**src/rtl/detector_jogada.sv**
```systemverilog
// rtl/detector_jogada.sv - debounced one-hot key play detector
//
// Ports:
//   clock           system clock, rising-edge active
//   reset           synchronous active-low reset
//   limpa           synchronous clear of the stored play
//   chaves[3:0]     raw player keys, one bit per LED position
//   jogada_feita    one-cycle pulse, a valid one-hot play was accepted
//   jogada[3:0]     last accepted play (registered)
//   jogada_invalida one-cycle pulse, a stable multi-key pattern was seen
//   tem_jogada      combinational OR of chaves
//   db_estado[2:0]  current FSM state code

module detector_jogada #(
  parameter int DEBOUNCE_CICLOS = 3
) (
  input  logic       clock,
  input  logic       reset,
  input  logic       limpa,
  input  logic [3:0] chaves,
  output logic       jogada_feita,
  output logic [3:0] jogada,
  output logic       jogada_invalida,
  output logic       tem_jogada,
  output logic [2:0] db_estado
);

  typedef enum logic [2:0] {
    OCIOSO        = 3'd0,
    FILTRA        = 3'd1,
    DETECTADO     = 3'd2,
    ESPERA_SOLTAR = 3'd3,
    LIBERA        = 3'd4
  } estado_t;

  // Terminal count shared by the press filter and the release filter.
  localparam logic [7:0] CNT_MAX = 8'(DEBOUNCE_CICLOS - 1);

  estado_t    estado, estado_next;
  logic [7:0] cnt, cnt_next;
  logic [3:0] amostra, amostra_next;
  logic       carrega_jogada;
  logic       amostra_one_hot;

  assign amostra_one_hot = (amostra != 4'd0) && ((amostra & (amostra - 4'd1)) == 4'd0);

  always_comb begin
    estado_next    = estado;
    cnt_next       = cnt;
    amostra_next   = amostra;
    carrega_jogada = 1'b0;
    case (estado)
      OCIOSO: begin
        if (chaves != 4'd0) begin
          estado_next  = FILTRA;
          amostra_next = chaves;
          cnt_next     = 8'd0;
        end
      end
      FILTRA: begin
        if (chaves == 4'd0) begin
          estado_next = OCIOSO;
        end else if (chaves != amostra) begin
          // Pattern still moving: restart the stability window on the new value.
          amostra_next = chaves;
          cnt_next     = 8'd0;
        end else if (cnt == CNT_MAX) begin
          estado_next    = DETECTADO;
          carrega_jogada = amostra_one_hot;
        end else begin
          cnt_next = cnt + 8'd1;
        end
      end
      DETECTADO: begin
        estado_next = ESPERA_SOLTAR;
      end
      ESPERA_SOLTAR: begin
        if (chaves == 4'd0) begin
          estado_next = LIBERA;
          cnt_next    = 8'd0;
        end
      end
      LIBERA: begin
        // Any key during the release window means the release was a bounce.
        if (chaves != 4'd0) begin
          estado_next = ESPERA_SOLTAR;
        end else if (cnt == CNT_MAX) begin
          estado_next = OCIOSO;
        end else begin
          cnt_next = cnt + 8'd1;
        end
      end
      default: begin
        estado_next = OCIOSO;
      end
    endcase
  end

  always_ff @(posedge clock) begin
    if (!reset) begin
      estado  <= OCIOSO;
      cnt     <= 8'd0;
      amostra <= 4'd0;
      jogada  <= 4'd0;
    end else if (limpa) begin
      // Parking in LIBERA makes the current press wait for a full release,
      // so it can never produce a pulse after being cleared.
      estado <= LIBERA;
      cnt    <= 8'd0;
      jogada <= 4'd0;
    end else begin
      estado  <= estado_next;
      cnt     <= cnt_next;
      amostra <= amostra_next;
      if (carrega_jogada) begin
        jogada <= amostra;
      end
    end
  end

  assign jogada_feita    = (estado == DETECTADO) && amostra_one_hot;
  assign jogada_invalida = (estado == DETECTADO) && !amostra_one_hot;
  assign tem_jogada      = |chaves;
  assign db_estado       = estado;

endmodule

```
**config.mk**
```make
export PLATFORM = sky130hd
export DESIGN_NAME = detector_jogada
export DESIGN_NICKNAME = d
export VERILOG_FILES = /design/src/rtl/detector_jogada.sv
export SDC_FILE = /design/constraint.sdc
export NUM_CORES = 1
export LEC_CHECK = 0
export BUFFER_PORTS_ARGS = -buffer_cell sky130_fd_sc_hd__buf_2
export CAP_MARGIN = 20
export CORE_ASPECT_RATIO = 0.6
export CORE_MARGIN = 1.5
export CORE_UTILIZATION = 55
export CTS_CLUSTER_DIAMETER = 200
export CTS_CLUSTER_SIZE = 40
export DETAILED_ROUTE_END_ITERATION = 7
export PLACE_DENSITY = 0.87
export SLEW_MARGIN = 20
export SYNTH_ARGS = -nofsm -noshare
export SYNTH_HDL_FRONTEND = slang
export SYNTH_SLANG_ARGS = --single-unit
```
**constraint.sdc**
```tcl
create_clock -name clock -period 2.4 [get_ports clock]
set_input_delay 0.24 -clock clock [delete_from_list [all_inputs] [get_ports clock]]
set_output_delay 0.24 -clock clock [all_outputs]
set_load 0.005 [all_outputs]
```
==> flow_summary.yaml, run 1 <==
critical_path:
  regToRegEndpoint: "cnt[7]"
  crit_path_cell_trace: "or4b_2 > o311ai_0 > nor3b_1 > buf_2"
  arrival_ns: 1.96
  r2r-start: "cnt[0]"
  critical_path.top_delay_family: "simple AND/OR/NAND/NOR gates"
  crit_path_start_kind: "flop"
  cp_slowest_cell: "or4b_2"
  critPathMaxStageDelay_ns: 0.60
  critPathCaptureType: "primary output"
  critPathMaxFanout: 6
  critPathRequiredTime_ns: 2.16
  reg2reg_depth: 8
  crit_type: "reg -> out"
  crit_buf_inv: 1
  reg2reg_slack_ns: 0.20
finish:
  nNetsFinal: 161
  postLayoutCellArea_sq_um: 1309
  n_fill_cell: 177
  drive_gt1_frac: 0.2185
  final_common_cell: "dfxtp_1"
  area_growth_pct: 8.394
  antennaDiodeCount: 0
  most-common-layout-cells: "dfxtp_1, buf_2, nand3_1, nor2_1, mux2i_1"
route:
  firstDrtPassIters: 4
  wirelength_microns: 2750
  post_drt_wl_per_cell_microns: 15.36
  vias: 1115
  antenna_left: 0
  viasPerCell: 6.229
  first_iter_violations: 88
  drc: 0
floorplan:
  coreArea_sq_um: 1952
  die_width_microns: 63.49
  num_io_pins: 17
  die-area_sq_um: 2495
  rows: 12
  start_util: 0.6186
  die_h_microns: 39.30
placement:
  post-dp-hpwl_microns: 2051
  dpl_cell_area_sq_um: 1281
  numPortBuffers: 16
  gp_congestion: 0.8349
worst_hold_path:
  hold_start: "limpa"
  hold_depth: 2
  holdPathEnd: "db_estado[2]"
  hold_path.class: "in -> reg"
timing:
  slew_headroom: 0.4357
  worst_pin_slew_ns: 0.8447
  slew_viol_final: 0
  post-route-period-util: 0.9171
  hold_viol: 0
  setup_viol: 0
  tns_ns: 0
  clock.fmax_ghz: 0.4543
  rsz0062_at_grt: "no"
  period_minus_slack_ns: 2.201
  fin_skew_ns: 0.01144
clock_tree:
  cts.repair.resized: 0
  max-clock-path-buffers: 2
  path_clk_slew_ns: 0.11
  cts.sinks: 19
  tritoncts: "built"
  root_buffer: "clkbuf_4"
  cts_inserted_buffers: 3
  hold_buffers: 0
  post-cts-setup-buffer-count: 0
  insertion_delay_ns: 0.31
  htree_levels: 1
logic_synthesis:
  syn-num-nets: 143
  synth_top_flop_cell: "dfxtp_1"
  netlist_instances: 134
  synth_top_area_frac: 0.3150
  synth-seq-cells: 19
  synth_largest_area_cell: "dfxtp_1"
  synth_area_leaders: "dfxtp_1, mux2i_1, nand3_1, xnor2_1, nor4_4"
  synth.distinct_cells: 41
  synth_edf_count: 0
  ys_warn_count: 0
  async_flop_share: 0
  ys_seq_area_frac: 0.3150
  netlist_area_sq_um: 1207
  postSynthAreaPerCell_sq_um: 9.011
pwr:
  cellLeakagePower_uw: 0.0004996
  seq_power_share: 0.555
  ir_drop_uv: 323.4
  clkPwrFrac: 0.277
  power_uw: 613.1
  power_density_nw_per_um2: 468.4
  p_comb_frac: 0.169
  p_sw_frac: 0.2951
  power.internal_uw: 432.2
  p_switching_uw: 180.9
job:
  drv_cap: 0
global_route:
  grt_max_degree: 17
  grt_usage: 0.2608
  grt_pass1_vias: 1033
  grt_first_pass_wirelength_microns: 4809
  antenna_found_initial: 0
  gr-total-overflow: 0
run_status:
  outcome: "finished, final reports clean"
==> per-stage QoR <==
step / setup WS (ns) / cells / util / hold WS, ns
6_report: 0.1989 / 179 / 0.6705 / 0.2030
5_1_grt: 0.02635 / 179 / 0.6705 / 0.2068
4_1_cts: 0.2026 / 179 / 0.6705 / 0.1945
3_5_place_dp: 0.2508 / 175 / 0.6564 / 0.4821
3_3_place_gp: 0.3219 / 175 / 0.6564 / 0.4729
2_1_floorplan: 0.5398 / 134 / - / 0.3575
==> power by group through the flow <==
stage               Sequential [uW]  Clock (uW)  Combinational (uW)
floorplan                       339           0                83.3
detailed placement              346           0                 101
global route                    342         191                 113
finish                          340         170                 104
global placement                345           0                97.5
CTS                             339         172                 102
==> logic make-up (layout without fill, tap and decap cells) <==
family	Yosys count	after routing	synth area share
muxes	8	8	0.06632
buffers and inverters	10	27	0.06528
AOI/OAI and AO/OA	25	25	0.1430
adders and majority gates	2	2	0.02072
DFF	19	19	0.3150
xor gates and xnor gates	5	5	0.03627
and+or+nand+nor	65	65	0.3534
==> cell usage after synthesis, types with 3 or more instances <==
master and number:
dfxtp_1 19, nand3_1 10, nor2_1 10, mux2i_1 8
nand2_1 6, nor2b_1 6, a21oi_1 5, nand4_1 5
nor3_1 5, o21ai_0 5, xnor2_1 5, inv_1 4
nand2b_1 4, clkbuf_8 3, nand4b_1 3, o311ai_1 3
==> flip-flops by register name (all words and copies together), names as in the netlist <==
register / count
jogada: 4
db_estado: 3
cnt: 8
amostra: 4
==> worst reg2reg max path, delay by kind of cell (launching register included) <==
family | cells | cell delay, ns
flip-flops | 1 | 0.36
adder cells (fa/ha/maj) | 1 | 0.13
AND/OR/NAND/NOR | 2 | 0.57
buffers and inverters | 2 | 0.26
AO/OA/AOI/OAI | 3 | 0.76
==> how the worst max path moves through the flow <==
stage               cells after the start          from  slack (ns)            to
global placement                        8        cnt[0]        0.32        cnt[2]
CTS                                     4    amostra[1]        0.20  jogada_feita
detailed placement                      8        cnt[0]        0.25        cnt[7]
global route                            5  db_estado[2]        0.03        cnt[7]
finish                                  4    amostra[1]        0.20  jogada_feita
floorplan                               7        cnt[0]        0.54        cnt[7]
==> metal layers <==
metal  track usage  part of all wire
met1        0.3328              0.46
met2        0.4289              0.44
met3       0.06609             0.087
met4        0.1141            0.0095
met5             0                 0
==> cell type report <==
| cell class | instances | area, sq um | area share |
|---|---|---|---|
| inverter | 4 | 15.01 | 0.01147 |
| multi-input combinational | 105 | 748.2 | 0.5717 |
| clock buffer | 3 | 22.52 | 0.01721 |
| timing repair buffer | 19 | 102.6 | 0.07839 |
| clock inverter | 1 | 5.005 | 0.003824 |
| tap | 28 | 35.03 | 0.02677 |
| sequential | 19 | 380.4 | 0.2906 |
No activity file was read; power rests on OpenSTA's default activity.
==> run 2: changes to the inputs <==
- CTS_BUF_LIST: not set -> sky130_fd_sc_hd__clkbuf_8
==> flow_summary.yaml, run 2 (synthesized netlist as in run 1, its figures left out) <==
clock_tree:
  max-clock-path-buffers: 2
  hold_buffers: 0
  cts_inserted_buffers: 3
  htree_levels: 1
  cts.repair.resized: 0
  post-cts-setup-buffer-count: 0
  tritoncts: "built"
  insertion_delay_ns: 0.26
  path_clk_slew_ns: 0.07
  cts.sinks: 19
  root_buffer: "clkbuf_8"
finish:
  nNetsFinal: 161
  most-common-layout-cells: "dfxtp_1, buf_2, nand3_1, nor2_1, mux2i_1"
  area_growth_pct: 9.948
  drive_gt1_frac: 0.2185
  largest_reg_flops: 8
  regMostFlops: "cnt"
  n_fill_cell: 170
  antennaDiodeCount: 0
  postLayoutCoreUtil: 0.6801
  reg_top3: "cnt (8), amostra (4), jogada (4)"
  final_common_cell: "dfxtp_1"
global_route:
  grt_max_degree: 17
  gr-total-overflow: 0
  grt_pass1_vias: 1009
  grt_first_pass_wirelength_microns: 4802
  grt_usage: 0.2608
  antenna_found_initial: 0
placement:
  numPortBuffers: 16
  post-dp-hpwl_microns: 2051
  gp_congestion: 0.8349
critical_path:
  critPathMaxFanout: 7
  crit_path_start_kind: "flop"
  regToRegEndpoint: "cnt[7]"
  reg2reg_depth: 8
  crit_start: "cnt[0]"
  r2r-start: "cnt[0]"
  reg2reg_slack_ns: 0.18
  crit_type: "reg -> reg"
  crit_path_end: "cnt[7]"
  critPathRequiredTime_ns: 2.53
  critPathCaptureType: "flop"
  arrival_ns: 2.36
timing:
  setup_viol: 0
  rsz0062_at_grt: "no"
  clock.fmax_ghz: 0.4501
  hold_viol: 0
  period_minus_slack_ns: 2.222
  tns_ns: 0
  post-route-period-util: 0.9258
  slew_viol_final: 0
  fin_skew_ns: 0.008400
  worst_pin_slew_ns: 0.8320
  slew_headroom: 0.4442
pwr:
  p_sw_frac: 0.2751
  power.internal_uw: 485.5
  power_density_nw_per_um2: 504.5
  seq_power_share: 0.507
  p_comb_frac: 0.154
  clkPwrFrac: 0.339
  ir_drop_uv: 296.7
  cellLeakagePower_uw: 0.0005074
  p_switching_uw: 184.3
worst_hold_path:
  hold_path.class: "in -> reg"
  hold_depth: 2
floorplan:
  coreArea_sq_um: 1952
  die_width_microns: 63.49
  die_h_microns: 39.30
  rows: 12
  start_util: 0.6186
  num_io_pins: 17
  die-area_sq_um: 2495
route:
  viasPerCell: 6.145
  wirelength_microns: 2696
  vias: 1100
  antenna_left: 0
  first_iter_violations: 103
  post_drt_wl_per_cell_microns: 15.06
  drc: 0
  firstDrtPassIters: 4
run_status:
  outcome: "finished, final reports clean"
job:
  drv_cap: 0
[run 2: cell counts in the layout (fill, tap and decap cells not counted)]
Identical to the previous run, type by type.
[run 2: how the worst min path moves through the flow]
stage,startpoint,end,slack [ns]
after CTS,limpa,db_estado[2],0.24
after global routing,limpa,db_estado[2],0.26
after floorplan,reset,db_estado[2],0.36
final,limpa,db_estado[2],0.25
after global placement,jogada[2],jogada[2],0.47
after detailed placement,jogada[3],jogada[3],0.48
[run 2: power groups by stage]
stage | sequential (uW) | clock, uW | combinational [uW]
finish | 340 | 227 | 103
global route | 342 | 253 | 113
detailed placement | 346 | 0 | 101
global placement | 345 | 0 | 97.5
floorplan | 339 | 0 | 83.3
CTS | 339 | 231 | 101
[run 2: worst max-delay path, stage by stage (launching register included)]
cell	delay (ns)
dfxtp_1	0.35
inv_1	0.07
ha_1	0.13
or4b_4	0.48
o41ai_1	0.50
o41ai_1	0.18
buf_4	0.20
nand4_1	0.09
o311ai_1	0.11
[run 2: area by class of cell]
cell class                 count  area, sq um  share of cell area
inverter                       4        15.01             0.01131
multi-input combinational    105        748.2              0.5636
clock buffer                   3        41.29             0.03110
clock inverter                 1        5.005            0.003770
sequential                    19        380.4              0.2865
timing repair buffer          19        102.6             0.07729
tap                           28        35.03             0.02639
[run 2: metal layers]
layer	global-route usage	vias up	wire length (microns)
met5	0	-	0
met4	0.08152	0	22
met3	0.07184	4	227
met2	0.4263	49	1174
met1	0.3415	505	1271
li1	-	542	-
[run 2: per-stage QoR]
step | instance area (sq um) | cells | hold slack (ns) | total power (uW) | worst slack, ns
after floorplan | 1207 | 134 | 0.3575 | 421.8 | 0.5398
after global placement | 1281 | 175 | 0.4729 | 442.4 | 0.3219
after detailed placement | 1281 | 175 | 0.4821 | 447.2 | 0.2508
after CTS | 1328 | 179 | 0.2433 | 671.7 | 0.2253
after global routing | 1328 | 179 | 0.2634 | 708.0 | 0.06126
final | 1328 | 179 | 0.2547 | 669.7 | 0.1782
==> run 3: changes to the inputs <==
- CAP_MARGIN: 20 -> 30
- CELL_PAD_IN_SITES_DETAIL_PLACEMENT: not set -> 0
- CELL_PAD_IN_SITES_GLOBAL_PLACEMENT: not set -> 2
- CORE_UTILIZATION: 55 -> 36
- GPL_ROUTABILITY_DRIVEN: not set -> 0
- PLACE_DENSITY: 0.87 -> 0.91
==> flow_summary.yaml, run 3 (synthesized netlist as in run 1, its figures left out) <==
run_status:
  outcome: "finished, final reports clean"
job:
  drv_cap: 0
floorplan:
  die_h_microns: 47.86
  start_util: 0.3746
  rows: 16
  num_io_pins: 17
  die-area_sq_um: 3722
  die_width_microns: 77.77
  coreArea_sq_um: 3223
timing:
  fin_skew_ns: 0.001935
  tns_ns: 0
  period_minus_slack_ns: 2.168
  rsz0062_at_grt: "no"
  setup_viol: 0
  post-route-period-util: 0.9033
  hold_viol: 0
  setup_ws_ns: 0.2322
  slew_headroom: 0.5504
  worst_pin_slew_ns: 0.6660
  slew_viol_final: 0
  clock.fmax_ghz: 0.4613
finish:
  reg_top3: "cnt (8), amostra (4), jogada (4)"
  most-common-layout-cells: "dfxtp_1, buf_2, nand3_1, nor2_1, mux2i_1"
  antennaDiodeCount: 0
  largest_reg_flops: 8
  nNetsFinal: 163
  drive_gt1_frac: 0.2222
  final_common_cell: "dfxtp_1"
  n_fill_cell: 321
  regMostFlops: "cnt"
  area_growth_pct: 12.85
route:
  antenna_left: 0
  wirelength_microns: 2736
  first_iter_violations: 57
  drc: 0
  firstDrtPassIters: 4
  vias: 1088
  viasPerCell: 5.495
  post_drt_wl_per_cell_microns: 13.82
critical_path:
  regToRegEndpoint: "cnt[0]"
  reg2reg_depth: 7
  critPathMaxStageDelay_ns: 0.67
  critPathRequiredTime_ns: 2.16
  critPathMaxFanout: 6
  cp_slowest_cell: "or4b_2"
  r2r-start: "cnt[0]"
  crit_type: "reg -> out"
  crit_path_start_kind: "flop"
  critPathCaptureType: "primary output"
  crit_path_cell_trace: "or4b_2 > o311ai_0 > nor3b_1 > buf_2"
  crit_start: "amostra[0]"
  reg2reg_slack_ns: 0.33
  arrival_ns: 1.93
global_route:
  antenna_found_initial: 0
  grt_first_pass_wirelength_microns: 4353
  grt_max_degree: 16
  grt_usage: 0.1545
  gr-total-overflow: 0
  grt_pass1_vias: 894
pwr:
  cellLeakagePower_uw: 0.0005192
  power_uw: 667.3
  power_density_nw_per_um2: 489.8
  ir_drop_uv: 181.7
clock_tree:
  hold_buffers: 0
  cts.repair.resized: 0
  cts_inserted_buffers: 3
  root_buffer: "clkbuf_8"
  max-clock-path-buffers: 2
  path_clk_slew_ns: 0.07
  post-cts-setup-buffer-count: 0
  tritoncts: "built"
  htree_levels: 1
  cts.sinks: 19
  insertion_delay_ns: 0.26
worst_hold_path:
  holdPathEnd: "db_estado[2]"
  hold_start: "limpa"
  hold_path.class: "in -> reg"
  hold_depth: 2
placement:
  post-dp-hpwl_microns: 2123
  numPortBuffers: 16
  dp_slack_ns: 0.3485
-- run 3: critical path, delay by kind of cell, from the launching register on --
family / cells / cell delay (ns)
AND/OR/NAND/NOR: 2 / 0.93
flip-flops: 1 / 0.38
AO/OA/AOI/OAI: 1 / 0.21
buffers and inverters: 1 / 0.14
-- run 3: cell type report --
cell class	instances	area (sq um)	area share
multi-input combinational	105	748.2	0.5491
sequential	19	380.4	0.2792
timing repair buffer	21	117.6	0.08632
tap	45	56.30	0.04132
clock buffer	3	41.29	0.03030
inverter	4	15.01	0.01102
clock inverter	1	3.754	0.002755
-- run 3: power breakdown --
| group | switching, uW | internal, uW |
|---|---|---|
| clock network | 109 | 114 |
| logic | 59.8 | 48.8 |
| registers | 13.6 | 323 |
-- run 3: through the flow --
stage,cell area [sq um],hold WS (ns),util,cells
after CTS,1363,0.2493,0.4227,198
after floorplan,1207,0.3575,-,134
after global placement,1318,0.4753,0.4088,194
final,1363,0.2475,0.4227,198
after detailed placement,1318,0.4865,0.4088,194
after global routing,1363,0.2590,0.4227,198
-- run 3: per-layer routing --
metal  track usage  part of all wire
met3       0.04000             0.050
met1        0.2204              0.55
met5             0                 0
met2        0.2365              0.40
met4       0.03273                 0
-- run 3: worst max path at each step --
stage,endpoint,slack [ns],cells after the start
after floorplan,cnt[7],0.54,7
after global placement,cnt[2],0.35,8
after detailed placement,cnt[7],0.35,8
after CTS,jogada_feita,0.23,4
after global routing,jogada_feita,0.17,4
final,jogada_feita,0.23,4
